--- config.mk ---
export PLATFORM = sky130hd
export DESIGN_NAME = distance_gain
export DESIGN_NICKNAME = d
export VERILOG_FILES = /design/src/rtl/distance_pkg.sv /design/src/rtl/gain_slew.sv /design/src/rtl/distance_gain.sv
export SDC_FILE = /design/constraint.sdc
export NUM_CORES = 1
export LEC_CHECK = 0
export BUFFER_PORTS_ARGS = -buffer_cell sky130_fd_sc_hd__buf_2
export CORE_UTILIZATION = 55
export CTS_BUF_LIST = sky130_fd_sc_hd__clkbuf_8
export DETAILED_ROUTE_END_ITERATION = 12
export PLACE_DENSITY = 0.75
export SLEW_MARGIN = 25
export SYNTH_ARGS = -nofsm -noshare
export SYNTH_HDL_FRONTEND = slang
export SYNTH_SLANG_ARGS = --single-unit
--- constraint.sdc ---
create_clock -name clk -period 5 [get_ports clk]
set_input_delay 0 -clock clk [delete_from_list [all_inputs] [get_ports clk]]
set_output_delay 0 -clock clk [all_outputs]
set_load 0.005 [all_outputs]
--- src/rtl/distance_pkg.sv ---
// Shared types and helpers for the distance-driven gain stage.
// Levels run 0 (far, silent) to MAX_LEVEL (closest, unity gain).
package distance_pkg;

    typedef logic [3:0] level_t;

    localparam int MAX_LEVEL = 8;

    typedef enum logic [1:0] {
        HOLD = 2'd0,
        UP   = 2'd1,
        DOWN = 2'd2
    } slew_state_t;

    // Level 8 maps to 128, so a >>> 7 of the product gives bit-exact unity gain.
    function automatic logic [8:0] level_to_mult(input level_t level);
        return {1'b0, level, 4'b0000};
    endfunction

endpackage

--- src/rtl/gain_slew.sv ---
// Turns the raw intensity level into a debounced, one-step-per-tick gain.
// The slew FSM state is exported for observation.
module gain_slew #(
    parameter int STEP_CYCLES = 40000,
    parameter int MAX_LEVEL   = 8
) (
    input  logic                     clk,
    input  logic                     reset_n,
    input  logic [3:0]               i_intensity,
    output logic [3:0]               o_gain,
    output logic                     o_muted,
    output distance_pkg::slew_state_t o_state
);
    import distance_pkg::*;

    localparam int CNT_W = (STEP_CYCLES > 1) ? $clog2(STEP_CYCLES) : 1;

    logic [CNT_W-1:0] r_tick_cnt;
    logic             w_tick;
    level_t           w_level;
    level_t           r_candidate;
    logic             r_stable;
    level_t           r_target;
    level_t           r_gain;
    level_t           w_gain_nxt;
    logic             r_muted;
    slew_state_t      r_state;
    slew_state_t      w_state_nxt;

    assign w_tick  = (r_tick_cnt == CNT_W'(STEP_CYCLES - 1));
    assign w_level = (i_intensity > level_t'(MAX_LEVEL)) ? '0 : i_intensity;

    always_ff @(posedge clk) begin
        if (!reset_n) begin
            r_tick_cnt <= '0;
        end else if (w_tick) begin
            r_tick_cnt <= '0;
        end else begin
            r_tick_cnt <= r_tick_cnt + 1'b1;
        end
    end

    // A new level must be seen on two further ticks before it becomes the target.
    always_ff @(posedge clk) begin
        if (!reset_n) begin
            r_candidate <= '0;
            r_stable    <= 1'b0;
            r_target    <= '0;
        end else if (w_tick) begin
            if (w_level == r_candidate) begin
                if (r_stable) begin
                    r_target <= r_candidate;
                end
                r_stable <= 1'b1;
            end else begin
                r_candidate <= w_level;
                r_stable    <= 1'b0;
            end
        end
    end

    // Steps are guarded by the live target so a mid-ramp change never overshoots.
    always_comb begin
        w_gain_nxt  = r_gain;
        w_state_nxt = r_state;
        case (r_state)
            UP: begin
                if (w_tick && (r_target > r_gain)) begin
                    w_gain_nxt = r_gain + 1'b1;
                end
            end
            DOWN: begin
                if (w_tick && (r_target < r_gain)) begin
                    w_gain_nxt = r_gain - 1'b1;
                end
            end
            default: w_gain_nxt = r_gain;
        endcase
        if (r_target > w_gain_nxt) begin
            w_state_nxt = UP;
        end else if (r_target < w_gain_nxt) begin
            w_state_nxt = DOWN;
        end else begin
            w_state_nxt = HOLD;
        end
    end

    always_ff @(posedge clk) begin
        if (!reset_n) begin
            r_state <= HOLD;
            r_gain  <= '0;
            r_muted <= 1'b1;
        end else begin
            r_state <= w_state_nxt;
            r_gain  <= w_gain_nxt;
            r_muted <= (w_gain_nxt == '0);
        end
    end

    assign o_gain  = r_gain;
    assign o_muted = r_muted;
    assign o_state = r_state;

endmodule

--- src/rtl/distance_gain.sv ---
// Scales a signed sample stream by the slew-limited distance gain.
// Valid/ready: a word moves when valid && ready; the whole 2-stage pipe advances only when the output slot is free or being taken.
module distance_gain #(
    parameter int SAMPLE_W    = 16,
    parameter int STEP_CYCLES = 40000,
    parameter int MAX_LEVEL   = 8
) (
    input  logic                          clk,
    input  logic                          reset_n,
    input  logic [3:0]                    intensity,
    input  logic                          in_valid,
    input  logic signed [SAMPLE_W-1:0]    in_sample,
    output logic                          in_ready,
    output logic                          out_valid,
    output logic signed [SAMPLE_W-1:0]    out_sample,
    input  logic                          out_ready,
    output logic [3:0]                    gain,
    output logic                          muted,
    output distance_pkg::slew_state_t     dbg_state
);
    import distance_pkg::*;

    localparam int PROD_W = SAMPLE_W + 9;

    logic                       w_en;
    logic                       r_a_valid;
    logic signed [SAMPLE_W-1:0] r_a_sample;
    logic [8:0]                 r_a_mult;
    logic signed [PROD_W-1:0]   w_product;
    logic                       r_out_valid;
    logic signed [SAMPLE_W-1:0] r_out_sample;

    gain_slew #(
        .STEP_CYCLES(STEP_CYCLES),
        .MAX_LEVEL  (MAX_LEVEL)
    ) u_slew (
        .clk        (clk),
        .reset_n    (reset_n),
        .i_intensity(intensity),
        .o_gain     (gain),
        .o_muted    (muted),
        .o_state    (dbg_state)
    );

    assign w_en     = !r_out_valid || out_ready;
    assign in_ready = w_en;

    // Multiplier operand is zero-extended so it stays positive in the signed product.
    assign w_product = PROD_W'(r_a_sample) * $signed({{SAMPLE_W{1'b0}}, r_a_mult});

    always_ff @(posedge clk) begin
        if (!reset_n) begin
            r_a_valid    <= 1'b0;
            r_a_sample   <= '0;
            r_a_mult     <= '0;
            r_out_valid  <= 1'b0;
            r_out_sample <= '0;
        end else if (w_en) begin
            r_a_valid <= in_valid;
            if (in_valid) begin
                r_a_sample <= in_sample;
                r_a_mult   <= level_to_mult(gain);
            end
            r_out_valid <= r_a_valid;
            if (r_a_valid) begin
                r_out_sample <= SAMPLE_W'(w_product >>> 7);
            end
        end
    end

    assign out_valid  = r_out_valid;
    assign out_sample = r_out_sample;

endmodule

### Word-level counts from Yosys, hierarchy flattened

Cells that the tools add are included.
W data, S select, Z words.

* output and inout port bits: 25
* word-level logic and storage cells: 46
* input port bits: 24
* register bits: 70

* add/subtract/negate cells: 3
* magnitude comparators: 5
* multipliers: 1
* bitwise operators: 2
* mux-type cells: 7
* eq/ne operators: 4
* reductions and logical operators: 11

Operators with widths (number)
* $mul A16 B5 Y19: 1
* $add A16 B1 Y16 const B: 1
* $eq A16 B16 Y1 const B: 1
* $mux W4: 3
* $gt A4 B4 Y1: 2
* $lt A4 B4 Y1: 2
* $pmux W4 S2: 1
* $reduce_and A2 Y1: 3
* $add A4 B1 Y4 const B: 1
* $eq A4 B4 Y1: 1
* $gt A4 B4 Y1 const B: 1
* $logic_not A4 Y1: 1
* $reduce_or A2 Y1: 2
* $sub A4 B1 Y4 const B: 1
* $reduce_and A3 Y1: 1
* $eq A2 B1 Y1 const B: 1
* $eq A2 B2 Y1 const B: 1
* $logic_and A1 B1 Y1: 2
* $mux W1: 2
* $mux W2: 1
* $not A1 Y1: 2
* $logic_not A1 Y1: 1
* $logic_or A1 B1 Y1: 1

### Longest topological paths before layout

Gate-level depths: netlist (run 1).

* depth after elaboration: 7
* mapped depth: 16
* mapped depth without buffers: 15

### Modules after synthesis

Synthesis (run 1) repeated with hierarchy kept, for this count alone.

* cell total of the unflattened synthesis: 654
* area total of the unflattened synthesis: 5574.1 µm²

Modules (own cells, without submodules)
* distance_gain: instances 1, seq. area each 760.7 µm², area each 3669.8 µm², cells an instance 438
* gain_slew: instances 1, seq. area each 640.6 µm², area each 1904.3 µm², cells an instance 216

### Worst setup path before layout (run 1)

No wires, ideal clock.

* path kind: reg-to-reg
* start: register r_a_mult[6]
* end: register r_out_sample[14], in the netlist out_sample[14]
* buffers on the path: 2
* required time: 4.938 ns
* setup slack: 0.868 ns
* arrival: 4.069 ns
* stages on the path, launching flop included: 17
* period minus slack after synthesis: 4.132 ns
* library setup time: 0.062 ns
* cells stage by stage: dfxtp_1 clkbuf_1 clkbuf_1 and2_1 ha_1 fa_1 inv_1 fa_1 inv_1 ha_1 and4_1 and3_1 a22oi_1 a21oi_1 a31oi_1 or4b_2 nand3_1

* cells in the longest elaborated chain, start to end: 1

Ends and longest elaborated chain
* from (decl): line distance_gain.sv:28 `logic [8:0] r_a_mult;`
* from (signal assigned): line distance_gain.sv:62 `r_a_mult <= level_to_mult(gain);`
* $mul A16 B5 Y19: line distance_gain.sv:49 `assign w_product = PROD_W'(r_a_sample) * $signed({{SAMPLE_W{1'b0}}, r_a_mult});`
* to (signal assigned): line distance_gain.sv:66 `r_out_sample <= SAMPLE_W'(w_product >>> 7);`
* to (decl): line distance_gain.sv:31 `logic signed [SAMPLE_W-1:0] r_out_sample;`

No other way between the ends.
A chain may end at the register's enable or synchronous reset.

### Final worst setup path (run 1)

Same ends and word-level chain as after synthesis.

==> impl_metrics.env, run 1 <==
export IMPL_status="complete, no violations"
export IMPL_max_freq_ghz=0.2278
export IMPL_die_area_mm2=0.01002
export IMPL_hold_viol_final=0
export IMPL_cts_tree="done"
export IMPL_num_rows=35
export IMPL_h_tree_depth=3
export IMPL_clk_path_buf_depth=2
export IMPL_internal_power_mw=0.7865
export IMPL_pwr_share_comb=0.061
export IMPL_setup_worst_path_end_class="flop"
export IMPL_grt_pass1_vias=4482
export IMPL_relSlewSlack=0.4243
export IMPL_ys_flop_type="dfxtp_1"
export IMPL_drtPass1Iterations=4
export IMPL_yosysWarnings=0
export IMPL_wirelength_um=11070
export IMPL_grt_max_degree=59
export IMPL_fin_crit_ns=4.390
export IMPL_crit_fanout=18
export IMPL_num_antenna_cells=0
export IMPL_grt_overflow_total=0
export IMPL_post_drt_wl_per_cell_um=13.49
export IMPL_post_synth_cell_area_avg_um2=8.399
export IMPL_ys_ff_latch=70
export IMPL_clk_latency_ns=0.35
export IMPL_seq_area_frac_synth=0.2648
export IMPL_rsz0062_at_grt="no"
export IMPL_clock_sinks=70
export IMPL_p_sw_mw=0.2854
export IMPL_num_io_pins=49
export IMPL_grt_util_all_layers=0.2435
export IMPL_synth_cells=630
export IMPL_antenna_found_initial=0
export IMPL_leakage_nw=2.765
export IMPL_netlist_area_mm2=0.005291
export IMPL_fin_skew_ns=0.01191
export IMPL_post_cts_buffers=0
export IMPL_power_frac_seq=0.542
export IMPL_drive_above_1_share=0.1127
export IMPL_finalSetupTns_ns=0
export IMPL_io_buffer_count=48
export IMPL_final_max_slew_viol_count=0
export IMPL_synth_cell_types=59
export IMPL_synth_edf_count=0
export IMPL_p_clk_frac=0.397
export IMPL_die_w_um=100.1
export IMPL_finalCritPeriodShare=0.8781
export IMPL_drt_iter0_drc=96
export IMPL_core_region_area_mm2=0.009284
export IMPL_start_kind="flop"
export IMPL_peakVddDrop_mv=0.1474
export IMPL_async_flop_share=0
export IMPL_swShare=0.2663
export IMPL_crit_arrival_ns=4.68
export IMPL_clkSlewWorstSetupHoldPaths_ns=0.08
export IMPL_drcViolationCount=0
export IMPL_detail_route_antenna_nets=0
export IMPL_syn_to_final_growth_pct=13.12
export IMPL_numCtsBuffers=9
export IMPL_hp_class="in -> reg"
export IMPL_grt_pass1_wl_um=19510
export IMPL_setup_viol_count_final=0
export IMPL_path_class="reg -> reg"
export IMPL_gp_congestion=0.9099
export IMPL_required_ns=5.29
export IMPL_fin_util=0.6447
export IMPL_viasPerCell=5.339
export IMPL_die_y_um=100.1
export IMPL_num_vias=4383
export IMPL_final_nets=787
export IMPL_synth_nets=730
export IMPL_start_util=0.5699
export IMPL_tightest_slew_ns=0.8635
export IMPL_maxCapViolCount=0
export IMPL_powerDensity_mw_per_mm2=179.1
export IMPL_dp_hpwl_um=8425
export IMPL_cts_root_buf="clkbuf_8"
[power groups by stage]
| stage | logic (mW) | registers, mW | clock network (mW) |
|---|---|---|---|
| final | 0.0657 | 0.581 | 0.425 |
| after global routing | 0.0745 | 0.583 | 0.462 |
| after floorplan | 0.0358 | 0.590 | 0 |
| after detailed placement | 0.0562 | 0.594 | 0 |
| after CTS | 0.0668 | 0.581 | 0.439 |
| after global placement | 0.0543 | 0.594 | 0 |
[synthesized netlist by cell type (2+ instances only)]
library cell / instances / area [um2]
nand2_1: 90 / 337.8
inv_1: 72 / 270.3
dfxtp_1: 70 / 1401
and2_1: 61 / 381.6
ha_1: 46 / 575.6
fa_1: 30 / 600.6
a21boi_0: 27 / 202.7
nor2_1: 24 / 90.09
o21ai_0: 22 / 110.1
clkbuf_1: 19 / 71.32
xnor2_1: 17 / 148.9
nand3_1: 16 / 80.08
xor2_1: 15 / 131.4
a21oi_1: 14 / 70.07
nor2b_1: 14 / 87.58
and3_1: 8 / 50.05
mux2i_1: 8 / 80.08
nand4_1: 7 / 43.79
nor3_1: 7 / 35.03
a21o_1: 5 / 37.54
a31oi_1: 5 / 31.28
nand2b_1: 5 / 31.28
o21a_1: 4 / 30.03
nand3b_1: 3 / 22.52
o2111ai_1: 3 / 26.28
a311oi_1: 2 / 17.52
and4_1: 2 / 17.52
or2_2: 2 / 12.51
or3b_2: 2 / 17.52
[layer usage]
layer	part of all wire	GRT usage	vias to the layer above	wire length, um
met5	0	0	-	0
met4	0.020	0.08250	0	221
met1	0.44	0.2744	2096	4908
met3	0.030	0.04596	25	328
li1	-	-	2194	-
met2	0.51	0.4584	68	5615
[worst paths after layout]
path	cells past startpoint	slack, ns	end	start
min	4	0.04	u_slew.r_candidate[3]	intensity[0]
max	14	0.61	out_sample[14]	r_a_mult[6]
max reg2reg	14	0.61	out_sample[14]	r_a_mult[6]
min reg2reg	1	0.48	u_slew.r_tick_cnt[0]	u_slew.r_tick_cnt[0]
[area by class of cell]
cell class / count / area [um2]
multi-input combinational: 467 / 3543
fill: 848 / 3298
sequential: 70 / 1401
timing repair buffer: 67 / 427.9
inverter: 72 / 270.3
tap: 129 / 161.4
clock buffer: 9 / 123.9
clock inverter: 7 / 57.56
[placed cells by master, fill, tap and decap left out, types with 17 or more instances in the layout]
| master | Yosys | final |
|---|---|---|
| nand2_1 | 90 | 90 |
| inv_1 | 72 | 72 |
| dfxtp_1 | 70 | 70 |
| and2_1 | 61 | 61 |
| buf_2 | 1 | 48 |
| ha_1 | 46 | 46 |
| fa_1 | 30 | 30 |
| a21boi_0 | 27 | 27 |
| nor2_1 | 24 | 24 |
| o21ai_0 | 22 | 22 |
| dlygate4sd3_1 | 0 | 18 |
| xnor2_1 | 17 | 17 |
[kinds of logic after synthesis]
| group | Yosys count | synth area share |
|---|---|---|
| flip-flops | 70 | 0.2648 |
| AO/OA/AOI/OAI | 96 | 0.1227 |
| adder cells (fa/ha/maj) | 76 | 0.2223 |
| multiplexers | 9 | 0.01726 |
| AND/OR/NAND/NOR | 254 | 0.2537 |
| XOR/XNOR | 32 | 0.05297 |
| buffers and inverters | 93 | 0.06621 |
[sequential cells by signal, summed over array words and instances (netlist names)]
name and flops:
out_sample 16, u_slew.r_tick_cnt 16, u_slew.o_state 2, u_slew.o_gain 4, out_valid 1, u_slew.r_candidate 4, u_slew.r_target 4, r_a_mult 4
u_slew.r_stable 1, r_a_valid 1, u_slew.o_muted 1, r_a_sample 16
[worst max-delay path, cell delays in order, from the launching register on]
cell	delay (ns)
dfxtp_1	0.63
and2_1	0.20
ha_1	0.23
inv_1	0.08
fa_1	0.41
fa_1	0.56
inv_1	0.04
ha_1	0.33
nand4_1	0.10
o21ai_0	0.46
a22oi_1	0.18
a21oi_1	0.25
a31oi_1	0.13
or4b_2	0.64
nand3_1	0.09
[stage by stage]
stage | std cells | power (mW) | hold WS, ns | instance area [um2] | worst slack [ns]
finish | 821 | 1.072 | 0.03796 | 5986 | 0.6096
CTS | 821 | 1.087 | 0.03297 | 5982 | 0.6338
global route | 821 | 1.120 | 0.03998 | 5986 | 0.2300
global placement | 787 | 0.6481 | 0.2552 | 5620 | 0.7665
floorplan | 630 | 0.6258 | 0.1403 | 5291 | 0.8685
detailed placement | 787 | 0.6505 | 0.2668 | 5620 | 0.6559
[repair_timing]
item / CTS / global route
hold buffers: 18 / 0
resized for setup: 0 / 0
hold endpoints to repair: 19 / 0
Note: power is estimated with default switching activity, not from simulation.
==> run 2, diff against run 1 <==
--- a/config.mk
+++ b/config.mk
@@ -6,10 +6,12 @@
 export NUM_CORES = 1
 export LEC_CHECK = 0
 export BUFFER_PORTS_ARGS = -buffer_cell sky130_fd_sc_hd__buf_2
+export CORE_MARGIN = 5
 export CORE_UTILIZATION = 55
 export CTS_BUF_LIST = sky130_fd_sc_hd__clkbuf_8
 export DETAILED_ROUTE_END_ITERATION = 12
 export PLACE_DENSITY = 0.75
+export SETUP_SLACK_MARGIN = 0.2
 export SLEW_MARGIN = 25
 export SYNTH_ARGS = -nofsm -noshare
 export SYNTH_HDL_FRONTEND = slang
==> impl_metrics.env, run 2 (synthesis gave the netlist of run 1 again) <==
export IMPL_grt_max_degree=59
export IMPL_grt_pass1_wl_um=20470
export IMPL_fin_crit_ns=4.444
export IMPL_status="complete, no violations"
export IMPL_num_io_pins=49
export IMPL_core_region_area_mm2=0.009328
export IMPL_crit_fanout=18
export IMPL_leakage_nw=2.768
export IMPL_detail_route_antenna_nets=0
export IMPL_clk_latency_ns=0.35
export IMPL_r2r_cells=14
export IMPL_num_antenna_cells=0
export IMPL_clk_path_buf_depth=2
export IMPL_grt_util_all_layers=0.2148
export IMPL_h_tree_depth=3
export IMPL_setup_worst_path_end_class="flop"
export IMPL_power_mw=1.086
export IMPL_final_nets=786
export IMPL_wirelength_um=11430
export IMPL_cts_tree="done"
export IMPL_drt_iter0_drc=169
export IMPL_peakVddDrop_mv=0.1131
export IMPL_whs_ns=0.02889
export IMPL_drcViolationCount=0
export IMPL_startpoint="r_a_mult[6]"
export IMPL_crit_arrival_ns=4.73
export IMPL_num_vias=4369
export IMPL_multi_input_area_mm2=0.003543
export IMPL_clkSlewWorstSetupHoldPaths_ns=0.07
export IMPL_antenna_found_initial=0
export IMPL_setup_viol_count_final=0
export IMPL_grt_overflow_total=0
export IMPL_clock_sinks=70
export IMPL_numCtsBuffers=9
export IMPL_die_area_mm2=0.01168
export IMPL_drive_above_1_share=0.1076
export IMPL_r2r_end="out_sample[14]"
export IMPL_drtPass1Iterations=4
export IMPL_io_buffer_count=48
export IMPL_fin_util=0.6401
export IMPL_start_util=0.5673
export IMPL_post_place_ws_ns=0.6189
export IMPL_maxCapViolCount=0
export IMPL_grt_pass1_vias=4681
export IMPL_finalInstanceArea_mm2=0.005971
export IMPL_finalSetupTns_ns=0
export IMPL_final_cell_mix="nand2_1 (90), inv_1 (73), dfxtp_1 (70)"
export IMPL_max_freq_ghz=0.2250
export IMPL_cts_resized=0
export IMPL_gp_congestion=0.9338
export IMPL_r2r_start="r_a_mult[6]"
export IMPL_path_class="reg -> reg"
export IMPL_final_cells=817
export IMPL_final_common_cell="nand2_1"
export IMPL_die_y_um=108.1
export IMPL_start_kind="flop"
export IMPL_post_drt_wl_per_cell_um=14.00
export IMPL_required_ns=5.29
export IMPL_final_max_slew_viol_count=0
export IMPL_dpl_cell_area_mm2=0.005620
export IMPL_fin_ws_ns=0.5564
export IMPL_timing_critical_path_to="out_sample[14]"
export IMPL_die_w_um=108.1
export IMPL_finalCritPeriodShare=0.8887
export IMPL_relSlewSlack=0.3854
export IMPL_hp_class="in -> reg"
export IMPL_viasPerCell=5.348
export IMPL_regArea_mm2=0.001401
export IMPL_tightest_slew_ns=0.9219
export IMPL_dp_hpwl_um=8639
export IMPL_nFillCells=821
export IMPL_syn_to_final_growth_pct=12.84
export IMPL_cts_root_buf="clkbuf_8"
export IMPL_powerDensity_mw_per_mm2=181.9
export IMPL_r2r_setup_slack_ns=0.56
export IMPL_dp_cells=787
export IMPL_hold_viol_final=0
export IMPL_fin_skew_ns=0.009768
export IMPL_rsz0062_at_grt="no"
export IMPL_num_rows=35
-- run 2: changes by cell type in the layout (fill, tap and decap cells not counted) --
cell and delta:
inv_6 -2, clkinv_4 -1, bufinv_16 +1, inv_8 -1
clkinvlp_4 -2, inv_1 +1, dlygate4sd3_1 -1, clkbuf_8 +1
-- run 2: critical path, cell delays in order (launching register included) --
cell and delay (ns):
dfxtp_1 0.65, and2_1 0.21, ha_1 0.23, inv_1 0.08, fa_1 0.42, fa_1 0.55, inv_1 0.04, ha_1 0.34
nand4_1 0.10, o21ai_0 0.45, a22oi_1 0.17, a21oi_1 0.27, a31oi_1 0.16, or4b_2 0.65, nand3_1 0.09
-- run 2: metal layers --
metal	share of wire	track usage	vias up
met5	0	0	-
met4	0.025	0.08025	0
met3	0.035	0.04358	28
met2	0.52	0.3912	93
met1	0.42	0.2472	2070
li1	-	-	2178
-- run 2: worst min path at each step --
| stage | start | end | slack, ns | depth (start not counted) |
|---|---|---|---|---|
| 3_5_place_dp | in_sample[2] | r_a_sample[2] | 0.26 | 3 |
| 5_1_grt | intensity[3] | u_slew.r_candidate[2] | 0.05 | 3 |
| 2_1_floorplan | out_ready | in_ready | 0.14 | 2 |
| 3_3_place_gp | in_sample[0] | r_a_sample[0] | 0.25 | 3 |
| 6_report | intensity[3] | u_slew.r_candidate[2] | 0.03 | 3 |
| 4_1_cts | intensity[3] | u_slew.r_candidate[2] | 0.006 | 3 |
-- run 2: timing repair --
item / 4_1_cts / 5_1_grt
buffers inserted: 0 / 0
endpoints found under the hold margin: 18 / 0
hold buffers: 17 / 0
-- run 2: area by class of cell --
cell class,count,share of cell area
clock buffers,10,0.02305
clock inverters,3,0.006496
inverters,72,0.04526
multi-input cells,467,0.5935
flip-flops and latches,70,0.2347
well taps,129,0.02703
repair buffers,66,0.06999
-- run 2: report_power, final --
part           total, mW  leakage [nW]  internal (mW)  switching (mW)
clock network      0.440        0.0953          0.233           0.206
registers          0.581         0.568          0.569          0.0122
logic             0.0656          2.10         0.0307          0.0349
==> run 3, diff against run 2 <==
--- a/config.mk
+++ b/config.mk
@@ -6,11 +6,12 @@
 export NUM_CORES = 1
 export LEC_CHECK = 0
 export BUFFER_PORTS_ARGS = -buffer_cell sky130_fd_sc_hd__buf_2
+export CAP_MARGIN = 20
 export CORE_MARGIN = 5
 export CORE_UTILIZATION = 55
 export CTS_BUF_LIST = sky130_fd_sc_hd__clkbuf_8
 export DETAILED_ROUTE_END_ITERATION = 12
-export PLACE_DENSITY = 0.75
+export PLACE_DENSITY_LB_ADDON = 0.12
 export SETUP_SLACK_MARGIN = 0.2
 export SLEW_MARGIN = 25
 export SYNTH_ARGS = -nofsm -noshare
==> impl_metrics.env, run 3 (synthesis gave the netlist of run 1 again) <==
export IMPL_post_cts_buffers=0
export IMPL_p_clk_frac=0.424
export IMPL_viasPerCell=5.302
export IMPL_required_ns=5.29
export IMPL_cts_root_buf="clkbuf_8"
export IMPL_path_class="reg -> reg"
export IMPL_critPathTopFamily="adder cells"
export IMPL_num_antenna_cells=0
export IMPL_num_vias=4342
export IMPL_cts_hold_buf=17
export IMPL_p_sw_mw=0.2808
export IMPL_cp_slowest_cell="dfxtp_1"
export IMPL_rsz0062_at_grt="no"
export IMPL_tightest_slew_ns=0.8578
export IMPL_numCtsBuffers=9
export IMPL_setup_worst_path_end_class="flop"
export IMPL_die_w_um=108.1
export IMPL_pwr_share_comb=0.058
export IMPL_leakage_nw=2.767
export IMPL_final_common_cell="nand2_1"
export IMPL_grt_pass1_vias=4434
export IMPL_die_y_um=108.1
export IMPL_fin_skew_ns=0.01184
export IMPL_io_buffer_count=48
export IMPL_crit_arrival_ns=4.71
export IMPL_grt_pass1_wl_um=19730
export IMPL_max_freq_ghz=0.2264
export IMPL_drcViolationCount=0
export IMPL_grt_util_all_layers=0.2084
export IMPL_h_tree_depth=3
export IMPL_gp_congestion=0.8992
export IMPL_detail_route_antenna_nets=0
export IMPL_finalSetupTns_ns=0
export IMPL_clkSlewWorstSetupHoldPaths_ns=0.08
export IMPL_final_max_slew_viol_count=0
export IMPL_peakVddDrop_mv=0.1364
export IMPL_grt_overflow_total=0
export IMPL_wirelength_um=11300
export IMPL_clock_sinks=70
export IMPL_whs_ns=0.03709
export IMPL_core_region_area_mm2=0.009328
export IMPL_die_area_mm2=0.01168
export IMPL_num_rows=35
export IMPL_power_mw=1.123
export IMPL_syn_to_final_growth_pct=13.22
export IMPL_drt_iter0_drc=181
export IMPL_clk_latency_ns=0.35
export IMPL_num_io_pins=49
export IMPL_finalInstanceArea_mm2=0.005991
export IMPL_hp_class="in -> reg"
export IMPL_cp_buffers_inverters=2
export IMPL_power_frac_seq=0.518
export IMPL_hold_viol_final=0
export IMPL_maxCapViolCount=0
export IMPL_final_cell_mix="nand2_1 (90), inv_1 (72), dfxtp_1 (70)"
export IMPL_dp_hpwl_um=8554
export IMPL_finalCritPeriodShare=0.8832
export IMPL_status="complete, no violations"
export IMPL_dpl_cell_area_mm2=0.005620
export IMPL_cts_resized=0
export IMPL_grt_max_degree=59
export IMPL_cts_tree="done"
export IMPL_drive_above_1_share=0.1116
export IMPL_fin_crit_ns=4.416
export IMPL_drtPass1Iterations=4
export IMPL_powerDensity_mw_per_mm2=187.4
export IMPL_start_util=0.5673
export IMPL_clk_path_buf_depth=2
export IMPL_setup_viol_count_final=0
export IMPL_start_kind="flop"
export IMPL_internal_power_mw=0.8417
export IMPL_critPathMaxStageDelay_ns=0.65
export IMPL_final_nets=786
export IMPL_relSlewSlack=0.4282
export IMPL_nFillCells=829
export IMPL_antenna_found_initial=0
export IMPL_crit_fanout=18
export IMPL_swShare=0.2502
export IMPL_crit_chain="and2_1, ha_1, inv_1, fa_1, fa_1, inv_1, ha_1, nand4_1, o21ai_0, a22oi_1, a21oi_1, a31oi_1, or4b_2, nand3_1"
export IMPL_post_drt_wl_per_cell_um=13.80
[run 3: cell count changes in the layout (fill, tap and decap cells not counted)]
cell and delta:
clkinvlp_4 +2, inv_1 -1, inv_6 +1
[run 3: layout make-up]
cell class / instances / area [um2] / area share
repair buffers: 66 / 417.9 / 0.06976
multi-input cells: 467 / 3543 / 0.5915
clock inverters: 5 / 58.81 / 0.009816
flip-flops and latches: 70 / 1401 / 0.2339
clock buffers: 10 / 137.6 / 0.02297
inverters: 72 / 270.3 / 0.04511
well taps: 129 / 161.4 / 0.02694
[run 3: power by group through the flow]
stage	Clock [mW]	Combinational, mW	Sequential (mW)
floorplan	0	0.0358	0.590
CTS	0.490	0.0655	0.581
detailed placement	0	0.0555	0.595
global route	0.519	0.0740	0.584
finish	0.476	0.0649	0.582
global placement	0	0.0541	0.594
[run 3: per-layer routing]
layer,vias to the layer above,part of all wire,GRT usage
met3,14,0.024,0.04179
met4,0,0.013,0.04238
met1,2092,0.42,0.2353
met5,-,0,0
li1,2186,-,-
met2,50,0.54,0.4028
[run 3: worst reg2reg max path, stage by stage, from the launching register on]
cell,delay (ns)
dfxtp_1,0.65
and2_1,0.21
ha_1,0.23
inv_1,0.08
fa_1,0.41
fa_1,0.54
inv_1,0.04
ha_1,0.33
nand4_1,0.10
o21ai_0,0.47
a22oi_1,0.16
a21oi_1,0.27
a31oi_1,0.14
or4b_2,0.64
nand3_1,0.09
[run 3: final timing paths]
| path | startpoint | end | slack (ns) | depth (start not counted) |
|---|---|---|---|---|
| worst min-delay path | intensity[3] | u_slew.r_candidate[2] | 0.04 | 3 |
| worst max register to register | r_a_mult[6] | out_sample[14] | 0.58 | 14 |
| worst max-delay path | r_a_mult[6] | out_sample[14] | 0.58 | 14 |
| worst min register to register | u_slew.r_tick_cnt[0] | u_slew.r_tick_cnt[0] | 0.46 | 1 |
[run 3: stage by stage]
step                      utilization  std cells  setup WS, ns
final                          0.6423        819        0.5838
after global routing           0.6423        819        0.2572
after CTS                      0.6419        819        0.6163
after detailed placement       0.6025        787        0.6471
after global placement         0.6025        787        0.7546
after floorplan                     -        630        0.8685
